[src/rtl/scan_test_sequencer.sv]
// Scan-test sequencer for a multi-chain scan DUT.
// Streams (N+1)*CHAIN_LEN stimulus/expect beats. Shift-in of pattern k overlaps
// shift-out of pattern k-1. A single capture cycle separates groups.
// Miscompares are counted with saturation and collected in a sticky per-chain map.
// Optional feature macro: SCAN_SEQ_FIRST_FAIL_EN records the pattern index and
// bit position of the first miscompare in a session.
module scan_test_sequencer #(
  parameter int NUM_CHAINS = 7,
  parameter int CHAIN_LEN  = 32,
  parameter int PCNT_W     = 16
) (
  input  logic                         CK,
  input  logic                         RST,
  input  logic                         start,
  input  logic                         abort,
  input  logic [PCNT_W-1:0]            num_patterns,
  input  logic                         pat_valid,
  output logic                         pat_ready,
  input  logic [NUM_CHAINS-1:0]        pat_si,
  input  logic [NUM_CHAINS-1:0]        pat_exp,
  input  logic [NUM_CHAINS-1:0]        pat_mask,
  output logic                         scan_en,
  output logic                         test_en,
  output logic                         chain_ce,
  output logic [NUM_CHAINS-1:0]        si,
  input  logic [NUM_CHAINS-1:0]        so,
  output logic                         busy,
  output logic                         done,
  output logic [PCNT_W-1:0]            fail_cnt,
  output logic [NUM_CHAINS-1:0]        fail_chain_map,
  output logic [PCNT_W-1:0]            first_fail_pat,
  output logic [$clog2(CHAIN_LEN)-1:0] first_fail_bit
);

  localparam int BIT_W = $clog2(CHAIN_LEN);

  typedef enum logic [1:0] {IDLE, SHIFT, CAPTURE, DONE} state_t;

  state_t                  state;
  logic [PCNT_W-1:0]       n_lat;
  logic [PCNT_W-1:0]       grp;
  logic [BIT_W-1:0]        bit_cnt;
  logic                    accept;
  logic                    final_grp;
  logic                    last_bit;
  logic                    compare;
  logic [NUM_CHAINS-1:0]   mism;

  // Pin-level decode of the state register; abort blocks acceptance and
  // freezes the DUT clock in the cycle it is raised.
  always_comb begin
    final_grp = (grp == n_lat);
    last_bit  = (bit_cnt == BIT_W'(CHAIN_LEN - 1));
    pat_ready = (state == SHIFT) && !abort;
    accept    = pat_ready && pat_valid;
    scan_en   = (state == SHIFT);
    chain_ce  = !abort && (((state == SHIFT) && pat_valid) || (state == CAPTURE));
    test_en   = (state == SHIFT) || (state == CAPTURE);
    busy      = test_en;
    done      = (state == DONE);
    si        = ((state == SHIFT) && !final_grp) ? pat_si : '0;
    mism      = (so ^ pat_exp) & ~pat_mask;
    compare   = accept && (grp != '0) && (mism != '0);
  end

  // Session FSM with group/bit counters and miscompare accumulation.
  always_ff @(posedge CK or posedge RST) begin
    if (RST) begin
      state          <= IDLE;
      n_lat          <= '0;
      grp            <= '0;
      bit_cnt        <= '0;
      fail_cnt       <= '0;
      fail_chain_map <= '0;
    end else if (abort && (state != IDLE)) begin
      state <= IDLE;
    end else begin
      case (state)
        IDLE: begin
          if (start) begin
            fail_cnt       <= '0;
            fail_chain_map <= '0;
            n_lat          <= num_patterns;
            grp            <= '0;
            bit_cnt        <= '0;
            state          <= (num_patterns == '0) ? DONE : SHIFT;
          end
        end
        SHIFT: begin
          if (compare) begin
            if (fail_cnt != '1) fail_cnt <= fail_cnt + 1'b1;
            fail_chain_map <= fail_chain_map | mism;
          end
          if (accept) begin
            if (last_bit) begin
              bit_cnt <= '0;
              if (final_grp) begin
                state <= DONE;
              end else begin
                grp   <= grp + 1'b1;
                state <= CAPTURE;
              end
            end else begin
              bit_cnt <= bit_cnt + 1'b1;
            end
          end
        end
        CAPTURE: state <= SHIFT;
        DONE:    state <= IDLE;
        default: state <= IDLE;
      endcase
    end
  end

`ifdef SCAN_SEQ_FIRST_FAIL_EN
  logic ff_seen;

  // Capture the location of the first miscompare; grp-1 is the pattern being unloaded.
  always_ff @(posedge CK or posedge RST) begin
    if (RST) begin
      ff_seen        <= 1'b0;
      first_fail_pat <= '0;
      first_fail_bit <= '0;
    end else if ((state == IDLE) && start) begin
      ff_seen        <= 1'b0;
      first_fail_pat <= '0;
      first_fail_bit <= '0;
    end else if (compare && !ff_seen) begin
      ff_seen        <= 1'b1;
      first_fail_pat <= grp - 1'b1;
      first_fail_bit <= bit_cnt;
    end
  end
`else
  assign first_fail_pat = '0;
  assign first_fail_bit = '0;
`endif

endmodule
[config.mk]
export PLATFORM = sky130hd
export DESIGN_NAME = scan_test_sequencer
export DESIGN_NICKNAME = d
export VERILOG_FILES = /design/src/rtl/scan_test_sequencer.sv
export SDC_FILE = /design/constraint.sdc
export NUM_CORES = 1
export LEC_CHECK = 0
export CORE_MARGIN = 5
export CORE_UTILIZATION = 52
export DETAILED_ROUTE_END_ITERATION = 10
export GPL_TIMING_DRIVEN = 0
export PLACE_DENSITY_LB_ADDON = 0.3
export SLEW_MARGIN = 10
export SYNTH_ARGS = -nofsm -noshare
export SYNTH_HDL_FRONTEND = slang
export SYNTH_SLANG_ARGS = --single-unit
[constraint.sdc]
create_clock -name CK -period 4.4 [get_ports CK]
set_input_delay 0.66 -clock CK [delete_from_list [all_inputs] [get_ports CK]]
set_output_delay 0.66 -clock CK [all_outputs]
set_load 0.01 [all_outputs]
Word level (Yosys, flattened, before mapping)

Cells that the tools add are included.

Bits in registers: 62
Bits of input ports: 49
Word-level logic and storage cells: 76

Add/sub/neg operators: 3
Equality and inequality tests: 15
Mux-type cells: 23
Bitwise logic cells: 5
Reduce and logical (&&, ||, !) cells: 24

Operators with widths:

| operator                | count |
|---|---|
| $mux W16                | 6 |
| $pmux W16 S2            | 2 |
| $add A16 B1 Y16 const B | 2 |
| $mux W7                 | 3 |
| $eq A16 B16 Y1          | 1 |
| $logic_not A16 Y1       | 1 |
| $ne A16 B16 Y1 const B  | 1 |
| $reduce_bool A16 Y1     | 1 |
| $mux W5                 | 3 |
| $pmux W7 S2             | 1 |
| $mux W2                 | 5 |
| $pmux W5 S2             | 1 |
| $logic_and A1 B1 Y1     | 8 |
| $ne A2 B1 Y1 const B    | 4 |
| $pmux W2 S4             | 1 |
| $reduce_and A4 Y1       | 2 |
| $and A7 B7 Y7           | 1 |
| $not A7 Y7              | 1 |
| $or A7 B7 Y7            | 1 |
| $reduce_bool A7 Y1      | 1 |
| $xor A7 B7 Y7           | 1 |
| $ne A3 B1 Y1 const B    | 2 |
| $reduce_and A3 Y1       | 2 |
| $reduce_and A6 Y1       | 1 |
| 13 further kinds        | 18 |

Longest topological paths before layout

Word-level depth: 7
Depth in mapped cells: 11
Gate-level depth less buffers: 8

Worst setup path after synthesis

No wires, ideal clock.

Kind: register to output
From: register state[1]
To: output port chain_ce
Arrival time: 1822 ps
Path slack: 1918 ps
Stages on the path, launching flop included: 9
Buffers on the path: 4
Cell sequence: dfrtp_1 inv_1 ha_1 buf_4 buf_2 clkbuf_1 clkbuf_1 a21oi_1 nor2_1

Word-level cells in the longest chain between the ends: 4
Elaborated cells on any way between the ends: 5
Those cells by class: 2 x eq/ne; 3 x reduce/logical

Ends and longest elaborated chain:

| item                   | line | RTL |
|---|---|---|
| from (decl)            | 39   | `state_t state;` |
| from (signal assigned) | 86   | `state <= (num_patterns == '0) ? DONE : SHIFT;` |
| $eq A2 B1 Y1           | n/a  |  |
| via scan_en            | 22   | `output logic scan_en,` |
| $logic_and A1 B1 Y1    | 57   | `chain_ce = !abort && (((state == SHIFT) && pat_valid) \|\| (state == CAPTURE));` |
| $logic_or A1 B1 Y1     | 57   |  |
| $logic_and A1 B1 Y1    | 57   |  |
| to (decl)              | 24   | `output logic chain_ce,` |

The timed path passes the listed nets, and every way through them passes these cells.

Final worst setup path

From: register state[1]
To: output port chain_ce

Word-level cells in the longest chain between the ends: 4
Elaborated cells on any way between the ends: 5
Those cells by class: 2 x eq/ne; 3 x reduce/logical

Ends and longest elaborated chain:

| item                    | line |
|---|---|
| $eq A2 B1 Y1            | 57 |
| $logic_and A1 B1 Y1     | 57 |
| $logic_or A1 B1 Y1 (*)  | 57 |
| $logic_and A1 B1 Y1 (*) | 57 |

Mark *: on every way between the ends. The rest lies on a longest branch, timed or not.

==> results.cfg <==
[outcome]
status = finished, final reports clean

[job]
cap_violations = 0

[synthesis]
synth_xor_area_share_pct = 7.19
post-synth-top-area-cell = dfrtp_1
syn_inst = 389
synth_compound_area_share_pct = 14.6
synth_seq_cells = 62
synthMuxAreaShare_pct = 5.60
synth_edf_count = 0
synth.avg_cell_area_um2 = 9.70
yosysWarnings = 0
synthTopCellsByArea = dfrtp_1 41%, mux2_2 5.1%, buf_4 4.6%
synthFlopType = dfrtp_1
synth_most_common_cell = dfrtp_1
yosys.area_share.simple_pct = 20.8
synthAdderAreaFrac_pct = 2.98
synth-async-reset-ratio_pct = 100
yosys-top-cells-count = 62 x dfrtp_1, 34 x nor2_1, 24 x a21oi_1, 23 x buf_4, 21 x nand2_1
synth_top_family_by_area = simple AND/OR/NAND/NOR gates
synthDistinctLibCells = 60
ys_seq_area_share_pct = 41.1
yosysTopAreaCellShare_pct = 41.1
syn_area_mm2 = 0.00377

[die]
coreArea_mm2 = 0.00718
die_y_um = 95.2
chipWidth_um = 95.2
num_rows = 31
fp.dieArea_mm2 = 0.00906
io_pins = 106
start_util_pct = 52.6

[cts]
clkTransAtPathRegs_ns = 0.06
cts_max_path_buffers = 2
clk_latency_ns = 0.35
post_cts_buffers = 0
cts_tree = built
cts-hold-fix-buffers = 0
clock_tree.root_cell = clkbuf_8
cts_max_level = 3
cts-resized-gates = 0
clock_sinks = 62
cts_buffers = 9

[global_routing]
use_met3_pct = 5.68
global_route.usage.met1_pct = 27.6
busiest_layer = met2
antenna_found_initial = 0
gr-usage-met2_pct = 37.0
overflow = 0
grt.total_usage_pct = 22.0
grt_max_degree = 63
grt_pass1_vias = 3212
grt_pass1_wl_mm = 15.5

[drt]
post-route-drc-count = 0
post_drt_wl_per_cell_um = 15.6
route.antenna.remaining_nets = 0
viasPerCell = 5.54
num_vias = 3364
drtPass1Iterations = 4
drt_wl_total_mm = 9.46
drtIter0Drc = 155

[timing]
setup_viol = 0
tightest_slew_ns = 0.762
period_share_pct = 82.8
skew_ns = 0.00888
min_period_ns = 3.64
rsz0062_at_grt = false
fmax_mhz = 274
setup_ws_ns = 0.756
hold_viol = 0
max_slew_margin_pct = 49.2
final.setup.tns_ns = 0
slew_viol_final = 0

[critical_path]
crit_path_end_kind = output port
cp.arrival_ns = 2.98
path_class = flop to output port
worstPathRequired_ns = 3.74
cpMostUsedCell = clkbuf_1
slowest_stage = clkdlybuf4s50_1
path_cells = inv_1, ha_1, buf_4, buf_2, clkbuf_1, clkbuf_1, a21oi_1, nor2_1, clkdlybuf4s50_1
crit_end = chain_ce
critical_path.max_stage_delay_ns = 0.55
cp_max_fo = 10
reg2reg_to = fail_cnt[15]$_DFFE_PP0P_
startpoint_type = flop
critical_path.startpoint = state[1]$_DFFE_PP0P_
r2r_cells = 9
rr_startpoint = state[1]$_DFFE_PP0P_
worst-r2r-setup-slack_ns = 1.93

[final_layout]
num-fill-cells = 551
nets = 562
drive_above_1_share_pct = 14.6
register_area_mm2 = 0.00155
syn_to_final_growth_pct = 33.1
stdcell_count = 607
multi_input_area_mm2 = 0.00201
num_antenna_cells = 0
finish.instance_area_mm2 = 0.00502

[pwr]
p_leak_uw = 0.00226
total_power_uw = 2420
clkPwrFrac_pct = 21.9
power_frac_seq_pct = 35.7
p_int_uw = 1520
p_sw_share_pct = 37.3
powerDensity_mw_per_mm2 = 482
p_sw_uw = 905
vdd_drop_max_mv = 0.337
pwr-share-comb_pct = 42.4

[placed_design]
dp_slack_ns = 1.11
placed_area_mm2 = 0.00482
dp_cells = 592
dpl.hpwl_mm = 7.21
gp_congestion = 0.856
place.port_buffers = 84

[min_path]
hold_path_class = flop to flop
-- cell usage in the layout (no fill, tap or decap), types with 8 or more instances in the layout --
cell / n
a21oi_1: 24
and3_1: 18
buf_4: 23
clkbuf_8: 12
clkdlybuf4s50_1: 84
conb_1: 21
dfrtp_1: 62
ha_1: 9
inv_1: 9
mux2_2: 17
nand2_1: 21
nand3_1: 18
nand4_1: 9
nor2_1: 34
nor4_1: 11
o21ai_0: 8
xnor2_1: 12
xor2_1: 19
-- routing by layer --
layer,share of wire [%],vias up
li1,-,1598
met4,1.5,0
met5,0,-
met2,51,126
met1,41,1620
met3,6.6,20
-- state kept, by name, summed over array words and instances, names as in the netlist --
signal	flops
fail_cnt	16
fail_chain_map	7
state	2
bit_cnt	5
n_lat	16
grp	16
-- metrics by stage --
step,utilization [%],hold WS [ns]
finish,70.0,0.497
floorplan,-,0.497
global route,70.0,0.532
global placement,67.1,0.479
detailed placement,67.1,0.485
CTS,70.0,0.502
-- layout make-up --
class                   instances  share of cell area [%]
well taps                      99                    2.47
inverters                      10                   0.797
plain buffers                  36                    4.93
multi-input cells             301                    40.0
repair buffers                 84                    16.7
clock inverters                 3                   0.847
clock buffers                  12                    3.29
flip-flops and latches         62                    30.9
-- logic make-up (layout without fill, tap and decap cells) --
family,Yosys count,count (layout)
compound gates,77,77
xor+xnor,31,31
fa+ha+maj,9,9
buf+inv,46,145
flops,62,62
mux,19,19
other cells,1,21
simple gates,144,144
-- power groups by stage --
stage / Clock, uW / Sequential (uW) / Combinational [uW]
after floorplan: 0 / 851 / 635
after global routing: 561 / 885 / 1130
after CTS: 539 / 863 / 1040
after global placement: 0 / 860 / 994
final: 529 / 865 / 1030
after detailed placement: 0 / 874 / 1030
-- how the worst min path moves through the flow --
stage	start	end	slack [ns]	depth (start not counted)
floorplan	bit_cnt[3]$_DFFE_PP0P_	bit_cnt[3]$_DFFE_PP0P_	0.50	2
CTS	fail_chain_map[5]$_DFFE_PP0P_	fail_chain_map[5]$_DFFE_PP0P_	0.50	2
finish	fail_chain_map[0]$_DFFE_PP0P_	fail_chain_map[0]$_DFFE_PP0P_	0.50	2
detailed placement	fail_chain_map[5]$_DFFE_PP0P_	fail_chain_map[5]$_DFFE_PP0P_	0.49	2
global route	fail_chain_map[0]$_DFFE_PP0P_	fail_chain_map[0]$_DFFE_PP0P_	0.53	2
global placement	fail_chain_map[4]$_DFFE_PP0P_	fail_chain_map[4]$_DFFE_PP0P_	0.48	2
-- worst max-delay path, delay by kind of cell (launching register included) --
family | cells | cell delay [ns]
buf+inv | 6 | 1.82
fa+ha+maj | 1 | 0.16
compound gates | 1 | 0.11
flops | 1 | 0.43
simple gates | 1 | 0.11
Power figures use the tool's default switching activity.
==> RTL change (same settings) <==
The parameter `NUM_CHAINS` goes from 7 to 14.
--- a/src/rtl/scan_test_sequencer.sv
+++ b/src/rtl/scan_test_sequencer.sv
@@ -5,7 +5,7 @@
 // Optional feature macro: SCAN_SEQ_FIRST_FAIL_EN records the pattern index and
 // bit position of the first miscompare in a session.
 module scan_test_sequencer #(
-  parameter int NUM_CHAINS = 7,
+  parameter int NUM_CHAINS = 14,
   parameter int CHAIN_LEN  = 32,
   parameter int PCNT_W     = 16
 ) (
Interface: changed (6 resized); port bits go from 106 to 148. No check against the original RTL was run, so the function may have changed too.
==> RTL change against the unedited design <==
  * Sequential cell count rose by 7
  * Clock power fell by 5.5%
  * Core utilization is 3.4 points higher
  * Synthesized area increased by 15%
  * Cell area increased by 19%
  * Final cell count grew 21%
  * Non-clock buffer count rose by 55
  * Total power up 23%
  * Sequential power rose by 15%
  * Via count is 20% higher
  * Worst setup slack worse by 0.28 ns
  * Wire length rose by 25%
  * Largest cell class unchanged
==> RTL change: results (changes against the unedited design) <==
metric,value,unit,change
grt_max_degree,54,,was 63
ys_seq_area_share,40.0,%,was 41.1%
io_buffers,126,,was 84
grt_util_all_layers,23.1,%,was 22.0%
skew,0.00878,ns,was 0.00888 ns
syn_inst,470,,was 389
worstMarginPinSlew,0.671,ns,was 0.762 ns
gp_congestion,0.859,,was 0.856
status,finished clean,,unchanged
dr_wl_met2,5840,µm,was 4820 µm
finalNetCount,714,,was 562
dp_cells,722,,was 592
grt_first_pass_wirelength,19300,µm,was 15500 µm
p_leak,2.58,nW,was 2.26 nW
ys_top_cells_by_count,"69 x dfrtp_1, 43 x nor2_1, 40 x nand2_1, 33 x xnor2_1, 28 x a21oi_1",,"was 62 x dfrtp_1, 34 x nor2_1, 24 x a21oi_1, 23 x buf_4, 21 x nand2_1"
dp_hpwl,8900,µm,was 7210 µm
cp.arrival,3.27,ns,was 2.98 ns
dr.pass1.iters,5,,was 4
drive_gt1_share,11.9,%,was 14.6%
clk_latency,0.33,ns,was 0.35 ns
irDropWorstVdd,386,µV,was 337 µV
wl,11800,µm,was 9460 µm
p_sw_share,38.9,%,was 37.3%
vias,4048,,was 3364
wl_met3,935,µm,was 624 µm
-- RTL change: cell count changes in the layout (fill, tap and decap cells not counted), sizes merged, moves of 7 or more --
| cell | change |
|---|---|
| clkdlybuf4s50 | +42 |
| xnor2 | +21 |
| nand2 | +19 |
| xor2 | -16 |
| and2 | +14 |
| nor2 | +9 |
| clkbuf | +8 |
| and3 | -7 |
| dfrtp | +7 |
-- RTL change: power by group through the flow --
stage	logic (W)	registers, W	clock network, W
after global placement	0.00143	0.000993	0
final	0.00150	0.000993	0.000500
after global routing	0.00163	0.00103	0.000532
after floorplan	0.000847	0.00101	0
after detailed placement	0.00148	0.00100	0
after CTS	0.00150	0.000992	0.000507
-- RTL change: logic make-up after synthesis --
group,after synthesis,share of synthesized area (%)
other,1,0.0868
XOR/XNOR,36,7.30
flip-flops,69,40.0
buffers and inverters,60,7.44
adder cells (fa/ha/maj),9,2.61
AO/OA/AOI/OAI,89,14.4
AND/OR/NAND/NOR,186,23.1
multiplexers,20,5.10
-- RTL change: per-stage QoR --
step           cell area [µm²]  worst slack (ns)
2_1_floorplan             4400              1.84
3_3_place_gp              5790             0.804
3_5_place_dp              5820             0.858
4_1_cts                   6000             0.468
5_1_grt                   6000             0.245
6_report                  6000             0.471
-- RTL change: layout make-up --
class / count / area, µm²
multi-input combinational: 361 / 2350
fill: 613 / 2180
sequential: 69 / 1730
timing repair buffer: 127 / 1290
buffer: 48 / 277
clock buffer: 12 / 145
tap: 105 / 131
inverter: 12 / 47.5
clock inverter: 2 / 35.0
-- RTL change: final timing paths --
check	startpoint	endpoint	slack (ns)	cells after the start
max	state[1]	si[10]	0.47	8
min	fail_chain_map[0]	fail_chain_map[0]	0.50	2
max reg2reg	state[1]	grp[6]	1.70	8
min reg2reg	fail_chain_map[0]	fail_chain_map[0]	0.50	2
max in group asynchronous	RST	n_lat[4]	3.25	3
min in group asynchronous	RST	fail_cnt[4]	0.62	2
-- RTL change: worst max-delay path, cell delays in order (launching register included) --
cell and delay (ns):
dfrtp_1 0.42, inv_1 0.12, ha_1 0.19, clkbuf_1 0.32, clkbuf_1 0.45, nor2b_1 0.38, clkbuf_1 0.32, and2_1 0.19
clkdlybuf4s50_1 0.54
-- RTL change: metal layers --
layer / global-route usage [%] / vias up
met2: 39.7 / 178
met4: 5.83 / 0
met1: 29.7 / 1917
met3: 4.75 / 16
met5: 0 / -
li1: - / 1937
